`src/rtl/lsu_bus_bridge.sv`:
```
// Load/store bridge: one valid/ready bus transaction per CPU data access, with lane steering and load extension.
// Optional feature: define LSU_TIMEOUT_EN to abort a bus cycle that waits TIMEOUT cycles without bus_ready.
module lsu_bus_bridge #(
  parameter int unsigned TIMEOUT = 255,
  parameter int unsigned CNT_W   = 8
) (
  input  logic        clk,
  input  logic        rst,
  input  logic        req_rd,
  input  logic        req_wr,
  input  logic [31:0] addr,
  input  logic [31:0] wdata,
  input  logic [1:0]  size,
  input  logic        sign_ext,
  output logic        stall,
  output logic [31:0] rdata,
  output logic        err,
  output logic        bus_valid,
  output logic        bus_we,
  output logic [31:0] bus_addr,
  output logic [31:0] bus_wdata,
  output logic [3:0]  bus_be,
  input  logic        bus_ready,
  input  logic [31:0] bus_rdata
);

  typedef enum logic [1:0] {ST_IDLE = 2'd0, ST_REQ = 2'd1, ST_DONE = 2'd2} state_t;

  state_t      state_r, next_state_s;
  logic        req_s, fault_s, start_s, finish_s, abort_s;
  logic        stall_s, err_s, to_err_r;
  logic        bus_we_r, sign_ext_r;
  logic [1:0]  size_r, lane_r;
  logic [3:0]  bus_be_r;
  logic [31:0] bus_addr_r, bus_wdata_r, rdata_r, load_s;

  if ((64'd1 << CNT_W) <= 64'(TIMEOUT)) begin : g_cnt_w_check
    $error("CNT_W is too narrow to hold TIMEOUT");
  end

  function automatic logic access_fault(input logic rd, input logic wr,
                                        input logic [1:0] sz, input logic [1:0] lo);
    logic f;
    case (sz)
      2'b00:   f = 1'b0;
      2'b01:   f = lo[0];
      2'b10:   f = (lo != 2'b00);
      default: f = 1'b1;
    endcase
    return f | (rd & wr);
  endfunction

  function automatic logic [3:0] steer_be(input logic [1:0] sz, input logic [1:0] lo, input logic we);
    logic [3:0] be;
    if (we) begin
      case (sz)
        2'b00:   be = 4'b0001 << lo;
        2'b01:   be = lo[1] ? 4'b1100 : 4'b0011;
        default: be = 4'b1111;
      endcase
    end else begin
      be = 4'b1111;
    end
    return be;
  endfunction

  function automatic logic [31:0] steer_wdata(input logic [1:0] sz, input logic [31:0] d);
    logic [31:0] w;
    case (sz)
      2'b00:   w = {4{d[7:0]}};
      2'b01:   w = {2{d[15:0]}};
      default: w = d;
    endcase
    return w;
  endfunction

  function automatic logic [31:0] extract(input logic [1:0] sz, input logic [1:0] lo,
                                          input logic sx, input logic [31:0] d);
    logic [7:0]  b;
    logic [15:0] h;
    logic [31:0] r;
    b = d[{lo, 3'b000} +: 8];
    h = lo[1] ? d[31:16] : d[15:0];
    case (sz)
      2'b00:   r = {{24{sx & b[7]}}, b};
      2'b01:   r = {{16{sx & h[15]}}, h};
      default: r = d;
    endcase
    return r;
  endfunction

  assign req_s    = req_rd | req_wr;
  assign fault_s  = req_s & access_fault(req_rd, req_wr, size, addr[1:0]);
  assign start_s  = (state_r == ST_IDLE) & req_s & ~fault_s;
  assign finish_s = (state_r == ST_REQ) & (bus_ready | abort_s);
  assign load_s   = extract(size_r, lane_r, sign_ext_r, bus_rdata);

`ifdef LSU_TIMEOUT_EN
  logic [CNT_W-1:0] cnt_r;

  // Wait counter: counts REQ cycles, cleared whenever the bus cycle is not in progress
  always_ff @(posedge clk or negedge rst) begin
    if (!rst) begin
      cnt_r <= '0;
    end else if (state_r == ST_REQ) begin
      cnt_r <= cnt_r + CNT_W'(1);
    end else begin
      cnt_r <= '0;
    end
  end

  // Abort fires in the TIMEOUT-th REQ cycle so bus_valid is held exactly TIMEOUT cycles
  assign abort_s = (state_r == ST_REQ) & ~bus_ready & (cnt_r == CNT_W'(TIMEOUT - 1));
`else
  assign abort_s = 1'b0;
`endif

  // State register
  always_ff @(posedge clk or negedge rst) begin
    if (!rst) begin
      state_r <= ST_IDLE;
    end else begin
      state_r <= next_state_s;
    end
  end

  // Next-state logic
  always_comb begin
    next_state_s = state_r;
    case (state_r)
      ST_IDLE: next_state_s = start_s ? ST_REQ : ST_IDLE;
      ST_REQ:  next_state_s = (bus_ready | abort_s) ? ST_DONE : ST_REQ;
      ST_DONE: next_state_s = ST_IDLE;
      default: next_state_s = ST_IDLE;
    endcase
  end

  // Stall/err decode; gated by reset so both drop the moment reset asserts
  always_comb begin
    stall_s = 1'b0;
    err_s   = 1'b0;
    if (!rst) begin
      stall_s = 1'b0;
      err_s   = 1'b0;
    end else begin
      case (state_r)
        ST_IDLE: begin
          stall_s = req_s & ~fault_s;
          err_s   = fault_s;
        end
        ST_REQ:  stall_s = 1'b1;
        ST_DONE: err_s   = to_err_r;
        default: begin
          stall_s = 1'b0;
          err_s   = 1'b0;
        end
      endcase
    end
  end

  // Request capture at launch and load-result capture at completion
  always_ff @(posedge clk or negedge rst) begin
    if (!rst) begin
      bus_addr_r  <= 32'h0000_0000;
      bus_we_r    <= 1'b0;
      bus_be_r    <= 4'b0000;
      bus_wdata_r <= 32'h0000_0000;
      size_r      <= 2'b00;
      sign_ext_r  <= 1'b0;
      lane_r      <= 2'b00;
      rdata_r     <= 32'h0000_0000;
      to_err_r    <= 1'b0;
    end else begin
      to_err_r <= abort_s;
      if (start_s) begin
        bus_addr_r  <= {addr[31:2], 2'b00};
        bus_we_r    <= req_wr;
        bus_be_r    <= steer_be(size, addr[1:0], req_wr);
        bus_wdata_r <= steer_wdata(size, wdata);
        size_r      <= size;
        sign_ext_r  <= sign_ext;
        lane_r      <= addr[1:0];
      end
      if (finish_s) begin
        rdata_r <= (bus_ready & ~bus_we_r) ? load_s : 32'h0000_0000;
      end
    end
  end

  assign stall     = stall_s;
  assign err       = err_s;
  assign bus_valid = (state_r == ST_REQ);
  assign bus_we    = bus_we_r;
  assign bus_addr  = bus_addr_r;
  assign bus_be    = bus_be_r;
  assign bus_wdata = bus_wdata_r;
  assign rdata     = rdata_r;

endmodule

```
`config.mk`:
```
export PLATFORM = sky130hd
export DESIGN_NAME = lsu_bus_bridge
export DESIGN_NICKNAME = d
export VERILOG_FILES = /design/src/rtl/lsu_bus_bridge.sv
export SDC_FILE = /design/constraint.sdc
export NUM_CORES = 1
export LEC_CHECK = 0
export BUFFER_PORTS_ARGS = -buffer_cell sky130_fd_sc_hd__buf_2
export CAP_MARGIN = 20
export CORE_MARGIN = 1
export CORE_UTILIZATION = 35
export CTS_BUF_LIST = sky130_fd_sc_hd__clkbuf_16
export DETAILED_ROUTE_END_ITERATION = 10
export GPL_ROUTABILITY_DRIVEN = 0
export PLACE_DENSITY = 0.66
export REMOVE_ABC_BUFFERS = 1
export SYNTH_ARGS = -nofsm -noshare
export SYNTH_HDL_FRONTEND = slang
export SYNTH_SLANG_ARGS = --single-unit
```
`constraint.sdc`:
```
create_clock -name clk -period 2.38 [get_ports clk]
set_clock_uncertainty 0.1 [all_clocks]
set_input_delay 0.357 -clock clk [delete_from_list [all_inputs] [get_ports clk]]
set_output_delay 0.357 -clock clk [all_outputs]
set_load 0.005 [all_outputs]
```
---- After elaboration in Yosys (flattened, before gate mapping) ----
Cells that the tools add are included.
storage, ports and cells
  flip-flop bits (word level) ............. 106
cells by class
  equality and inequality tests ........... 4
  shift operators ......................... 2
  muxes and demuxes ....................... 15
  bitwise gates (word level) .............. 13
  reduce and logical (&&, ||, !) cells .... 4
operator list
  cell                                                                    number
  32-bit case mux with 2 select lines                                     2
  32-bit two-way mux                                                      1
  32-bit by 6-bit variable part select with 8-bit output                  1
  16-bit two-way mux                                                      1
  1-bit AND                                                               9
  4-bit two-way mux                                                       2
  4-bit case mux with 2 select lines                                      1
  2-bit by 1-bit equality test with 1-bit output (second input constant)  3
  2-bit zero test                                                         3
  1-bit two-way mux                                                       4
  2-bit case mux with 2 select lines                                      1
  1-bit by 2-bit left shift with 4-bit output (first input constant)      1
  1-bit case mux with 3 select lines                                      1
  2-bit equality test (second input constant)                             1
  2-bit two-way mux                                                       1
  1-bit NOT                                                               2
  1-bit bitwise OR                                                        2
  1-bit case mux with 2 select lines                                      1
  2-bit nonzero test                                                      1

---- Depth between registers and ports, before layout ----
Gate-level depths: netlist of run 1.
  depth after elaboration ................. 8
  gate-level depth with buffers ........... 7

---- Worst setup path after synthesis of run 1 ----
OpenSTA, ideal clock, no wires.
  path type ............................... input to output
  start point ............................. in size[1]
  end point ............................... out stall
  data arrival time ....................... 1.274 ns
  path slack .............................. 0.649 ns
  stages .................................. 7
  path buffers ............................ 3
  cell sequence ........................... buf_6 -> nor2_8 -> a21o_4 -> nand3_2 -> buf_6 -> buf_6 -> a21oi_1
between the ends
  longest elaborated chain between the ends .. 8
  elaborated cells between the ends (all ways) .. 10
RTL lines
  item                                         line  RTL
  from (decl)                                  13    input logic [1:0] size,
  2-bit equality test (tied with other cells)  44    case (sz)
  1-bit case mux with 3 select lines *         44
  1-bit bitwise OR *                           50    return f | (rd & wr);
  1-bit AND *                                  93    assign fault_s = req_s & access_fault(req_rd, req_wr, size, addr[1:0]);
  1-bit NOT *                                  148   stall_s = req_s & ~fault_s;
  1-bit AND *                                  148
  1-bit case mux with 2 select lines *         146   case (state_r)
  1-bit two-way mux *                          142   if (!rst) begin
  to (decl)                                    15    output logic stall,
Every way passes the cells marked *; elsewhere a longest branch is shown, timed or not.

---- Worst setup path after layout of run 1 ----
  start point ............................. reg state_r[0]
  end point ............................... out stall
between the ends
  longest elaborated chain between the ends .. 3
  elaborated cells between the ends (all ways) .. 4
RTL lines
  item                                                                                      line  RTL
  from (decl)                                                                               29    state_t state_r, next_state_s;
  from (signal assigned)                                                                    123   state_r <= next_state_s;
  2-bit by 1-bit equality test with 1-bit output / 2-bit zero test (equally long branches)  146
  1-bit case mux with 2 select lines *                                                      146
  1-bit two-way mux *                                                                       142
Marks and branches as above.

==> results.cfg, run 1 <==
[final_layout]
layout_common_cells = buf_2 (204), dfrtp_1 (106), mux2_4 (53)
drive_above_1_share = 0.513
final_cell_area_sq_mm = 0.00676
final_common_cell = buf_2
num-fill-cells = 1388
synthToLayoutAreaGrowth_pct = 29.2
layout.nets = 729

[detailed_routing]
wire_per_inst_um = 16.7
vias = 4018
vias_per_cell = 4.93
wl_mm = 13.6
drc = 0
ant_nets = 0
dr.first_iter.drc_count = 198
dr.pass1.iters = 4

[setup_path]
cp_slowest_stage_delay_ns = 0.41
path_max_fanout = 5
required_ns = 1.92
worstSetupEndpointType = primary output
cp-start-kind = flop
critPathKind = reg -> out
rr_worst_depth = 6
crit_path_top_delay_cell = dfrtp_1
timing.rr.end = bus_wdata[26]
r2r_start = state_r[0]
r2r_slack_ns = 0.47
path_delay_family = flip-flops
crit_arrival_ns = 1.56
cp_num_buf_inv = 1
crit_path_cell_trace = nor2_1 > o21a_1 > nand3_4 > a21oi_1 > buf_2

[yosys]
synth_edf_count = 0
avgSynthCellArea_sq_um = 12.4
async_flop_share = 1.00
synth_cells = 421
ys_types = 38
synth_area_sq_mm = 0.00523
yosysSeqAreaShare = 0.507
yosysWarningCount = 0
synthFlopType = dfrtp_1
ys_ff_latch = 106

[floorplan]
die-area_sq_mm = 0.0154
die_h_um = 124
core_area_sq_mm = 0.0145
fp-row-count = 44
die_w_um = 124
io-pin-count = 208
start_util = 0.360

[global_routing]
antenna_found_initial = 1
grt_pass1_wl_mm = 21.9
grt_max_degree = 65
grt_pass1_vias = 4146
grt-ovfl-total = 0
grt_usage = 0.180

[timing]
tightest_slew_ns = 0.828
finalCritPeriodShare = 0.849
max_freq_ghz = 0.495
layout_setup_ws_ns = 0.359
tns_ns = 0
slew_viol_final = 0
finalSetupViolations = 0
rsz0062_at_grt = false
maxSlewHeadroom = 0.448
min_period_ns = 2.02
hold_viol = 0

[clock_network]
cts_tree = built
hold_buffers = 0
clock_latency_ns = 0.35
cts_buffer_depth = 2
cts.clk_slew.worst_paths_ns = 0.07
cts_sinks = 106
clockRootBuffer = clkbuf_16
cts_max_level = 3
cts_buffers = 9

[job]
cap_violations = 0

[power_and_ir_drop]
p_int_uw = 4950
p_clk_frac = 0.207
power_uw = 7340
p_per_area_mw_per_mm2 = 1090
p_sw_frac = 0.325
p_switching_uw = 2390
power.leakage_uw = 0.00352
ir_worst_vdd_uv = 631
comb_power_share = 0.378
sequentialPowerShare = 0.415

[placement]
place_hpwl_mm = 9.90
port-buffer-count = 205
placed_area_sq_mm = 0.00645
place_ws_ns = 0.339

[run_status]
outcome = finished, final reports clean

[min_path]
holdCritPathClass = in -> async
[per-stage QoR]
stage	cells	util	hold WS [ns]
2_1_floorplan	394	-	-0.0386
3_3_place_gp	797	0.444	0.361
3_5_place_dp	797	0.444	0.380
4_1_cts	814	0.465	0.0221
5_1_grt	815	0.465	0.0551
6_report	815	0.465	0.0120
[synth_stat cells, types with 2 or more instances]
cell type  count  share of area
o21ai_0       20          0.019
mux2_1         3         0.0065
o21ai_1       15          0.014
and3_1         2         0.0024
mux2_4        53           0.15
mux2_2        27          0.058
dfrtp_1      106           0.51
nor2b_1        2         0.0024
inv_1         10         0.0072
buf_6         12          0.026
nor2_1        10         0.0072
clkbuf_1       9         0.0065
or3_1          7         0.0084
a211oi_1       2         0.0029
a21oi_1       14          0.013
nand2b_1      13          0.016
o21a_1         2         0.0029
mux2i_1       15          0.029
buf_2          4         0.0038
a32oi_1        8          0.013
buf_4          2         0.0029
a22oi_1       19          0.027
nand2_1       51          0.037
[kinds of logic (layout without fill, tap and decap cells)]
family | count (synthesis) | after routing | share of synthesized area
flops | 106 | 106 | 0.507
mux | 99 | 99 | 0.248
simple gates | 90 | 90 | 0.0833
compound gates | 87 | 87 | 0.114
buf+inv | 38 | 246 | 0.0469
other cells | 1 | 3 | 0.000717
[power groups by stage]
stage | clock, uW | combinational (uW) | sequential, uW
2_1_floorplan | 0 | 1460 | 3110
3_3_place_gp | 0 | 2740 | 3040
3_5_place_dp | 0 | 2810 | 3060
4_1_cts | 1580 | 2810 | 3060
5_1_grt | 1650 | 3020 | 3150
6_report | 1520 | 2770 | 3050
[worst max-delay path by stage]
stage | from | to | slack (ns) | cells after the start
2_1_floorplan | state_r[0] | bus_addr[31] | -0.71 | 4
3_3_place_gp | size[0] | stall | 0.37 | 6
3_5_place_dp | size[0] | bus_wdata[26] | 0.34 | 6
4_1_cts | state_r[0] | stall | 0.34 | 5
5_1_grt | state_r[0] | stall | 0.25 | 5
6_report | state_r[0] | stall | 0.36 | 5
[sequential cells by signal (all words and copies together) (netlist names)]
name        flops
bus_be          4
sign_ext_r      1
bus_addr       30
rdata          32
state_r         2
lane_r          2
bus_we          1
bus_wdata      32
size_r          2
[cell type report]
class / count / area [sq um] / share of cell area
inverters: 10 / 37.5 / 0.00556
multi-input cells: 278 / 2340 / 0.347
repair buffers: 220 / 1190 / 0.176
diodes: 1 / 2.50 / 0.000370
clock inverters: 7 / 73.8 / 0.0109
flip-flops and latches: 106 / 2650 / 0.393
clock buffers: 9 / 225 / 0.0333
well taps: 184 / 230 / 0.0341
[repair_timing]
item,4_1_cts,5_1_grt
hold endpoints to repair,0,0
endpoints found under the setup margin,1,0
resized for setup,0,0
setup buffers,1,0
[routing by layer]
| metal | vias to the layer above | GRT usage | share of wire |
|---|---|---|---|
| li1 | 1901 | - | - |
| met1 | 1929 | 0.221 | 0.42 |
| met2 | 174 | 0.292 | 0.48 |
| met3 | 14 | 0.0629 | 0.077 |
| met4 | 0 | 0.0581 | 0.018 |
| met5 | - | 0 | 0 |
(Power assumes the default switching activity.)
==> run 2, diff against run 1 <==
Settings changed: PLACE_DENSITY 0.66 to 0.68.
Clock period 2.38 ns to 1.62 ns, I/O delays scaled along.
==> results.cfg, run 2 (synthesized netlist as in run 1, its figures left out) <==
[timing]
maxSlewHeadroom = 0.569
finalSetupViolations = 93
min_period_ns = 1.86
finalCritPeriodShare = 1.15
fin_hold_ws_ns = 0.0156
max_freq_ghz = 0.538
tightest_slew_ns = 0.646
hold_viol = 0
slew_viol_final = 0
layout_setup_ws_ns = -0.238
rsz0062_at_grt = true

[clock_network]
cts_tree = built
cts_sinks = 106
clockRootBuffer = clkbuf_16
cts_buffers = 9
cts_buffer_depth = 2
cts_max_level = 3
clock_latency_ns = 0.35
cts.clk_slew.worst_paths_ns = 0.07

[power_and_ir_drop]
power_uw = 12300
ir_worst_vdd_uv = 676
p_per_area_mw_per_mm2 = 1600
power.leakage_uw = 0.00388

[global_routing]
grt_use_met2 = 0.333
grt-ovfl-total = 0
grt_use_met3 = 0.0461
grt_usage = 0.200
grt_pass1_wl_mm = 24.4
grt_max_degree = 70
grt_pass1_vias = 4585
antenna_found_initial = 0
use_met1 = 0.245
top_usage_layer = met2

[setup_path]
path_max_fanout = 2
crit_arrival_ns = 1.52
critPathKind = reg -> out
cp-start-kind = flop
required_ns = 1.28
worstSetupEndpointType = primary output

[min_path]
holdCritPathClass = in -> reg

[placement]
place_ws_ns = -0.202
port-buffer-count = 205
place_hpwl_mm = 10.1

[floorplan]
io-pin-count = 208
die_w_um = 124
fp-row-count = 44
core_area_sq_mm = 0.0145
die_h_um = 124
die-area_sq_mm = 0.0154
start_util = 0.360

[detailed_routing]
vias_per_cell = 5.15
drc = 0
ant_nets = 0
dr.pass1.iters = 4
vias = 4408
wire_per_inst_um = 18.2
wl_mm = 15.6
dr.first_iter.drc_count = 253

[final_layout]
drive_above_1_share = 0.643
layout_common_cells = buf_2 (204), dfrtp_1 (105), mux2_4 (53)
multi_input_area_sq_mm = 0.00269
diodes = 0
final_common_cell = buf_2
ff_latch_area_sq_mm = 0.00265
layout.nets = 771
num-fill-cells = 1270
synthToLayoutAreaGrowth_pct = 46.6

[job]
cap_violations = 0

[run_status]
violations = negative setup slack
outcome = finished with violations
run 2: through the flow:
step / util / cells / setup TNS [ns] / area, sq um
after global routing: 0.527 / 856 / -15.33 / 7660
after floorplan: - / 394 / -108.56 / 5020
after global placement: 0.453 / 813 / -5.16 / 6580
after CTS: 0.506 / 852 / -8.95 / 7360
final: 0.527 / 856 / -9.62 / 7660
after detailed placement: 0.453 / 813 / -9.11 / 6580
run 2: layout make-up:
cell class              count  area share
inverters                  10     0.00539
multi-input cells         278       0.351
clock buffers               9      0.0294
flip-flops and latches    106       0.346
well taps                 184      0.0300
clock inverters             7      0.0153
repair buffers            262       0.223
run 2: metal layers:
layer	wire length, um	part of all wire
met5	0	0
met2	7810	0.50
met1	6190	0.40
met3	1170	0.075
met4	440	0.028
run 2: repair_timing:
item / in CTS / in global routing
gates cloned: 3 / 2
hold endpoints to repair: 41 / 0
buffers inserted: 16 / 8
resized for setup: 45 / 60
endpoints found under the setup margin: 100 / 103
hold buffers: 5 / 0
pin swaps: 12 / 29
run 2: power breakdown:
group          switching, uW  total (uW)  internal [uW]
Clock                   1030        2540           1510
Sequential               738        4500           3760
Combinational           2230        5240           3000
run 2: worst paths after layout:
check | start | endpoint | slack, ns | cells past startpoint
max | state_r[0] | stall | -0.24 | 6
min reg2reg | bus_addr[31] | bus_addr[31] | 0.39 | 1
min in group asynchronous | rst | bus_wdata[20] | 0.45 | 3
max reg2reg | state_r[0] | bus_wdata[27] | -0.19 | 6
min | sign_ext | sign_ext_r | 0.02 | 2
max in group asynchronous | rst | lane_r[1] | 0.43 | 3
run 2: worst max-delay path, stage by stage (launching register included):
cell and delay, ns:
dfrtp_1 0.40, nor2_2 0.13, o21a_1 0.19, nand3_4 0.08
buf_6 0.12, a21oi_2 0.10, buf_2 0.13
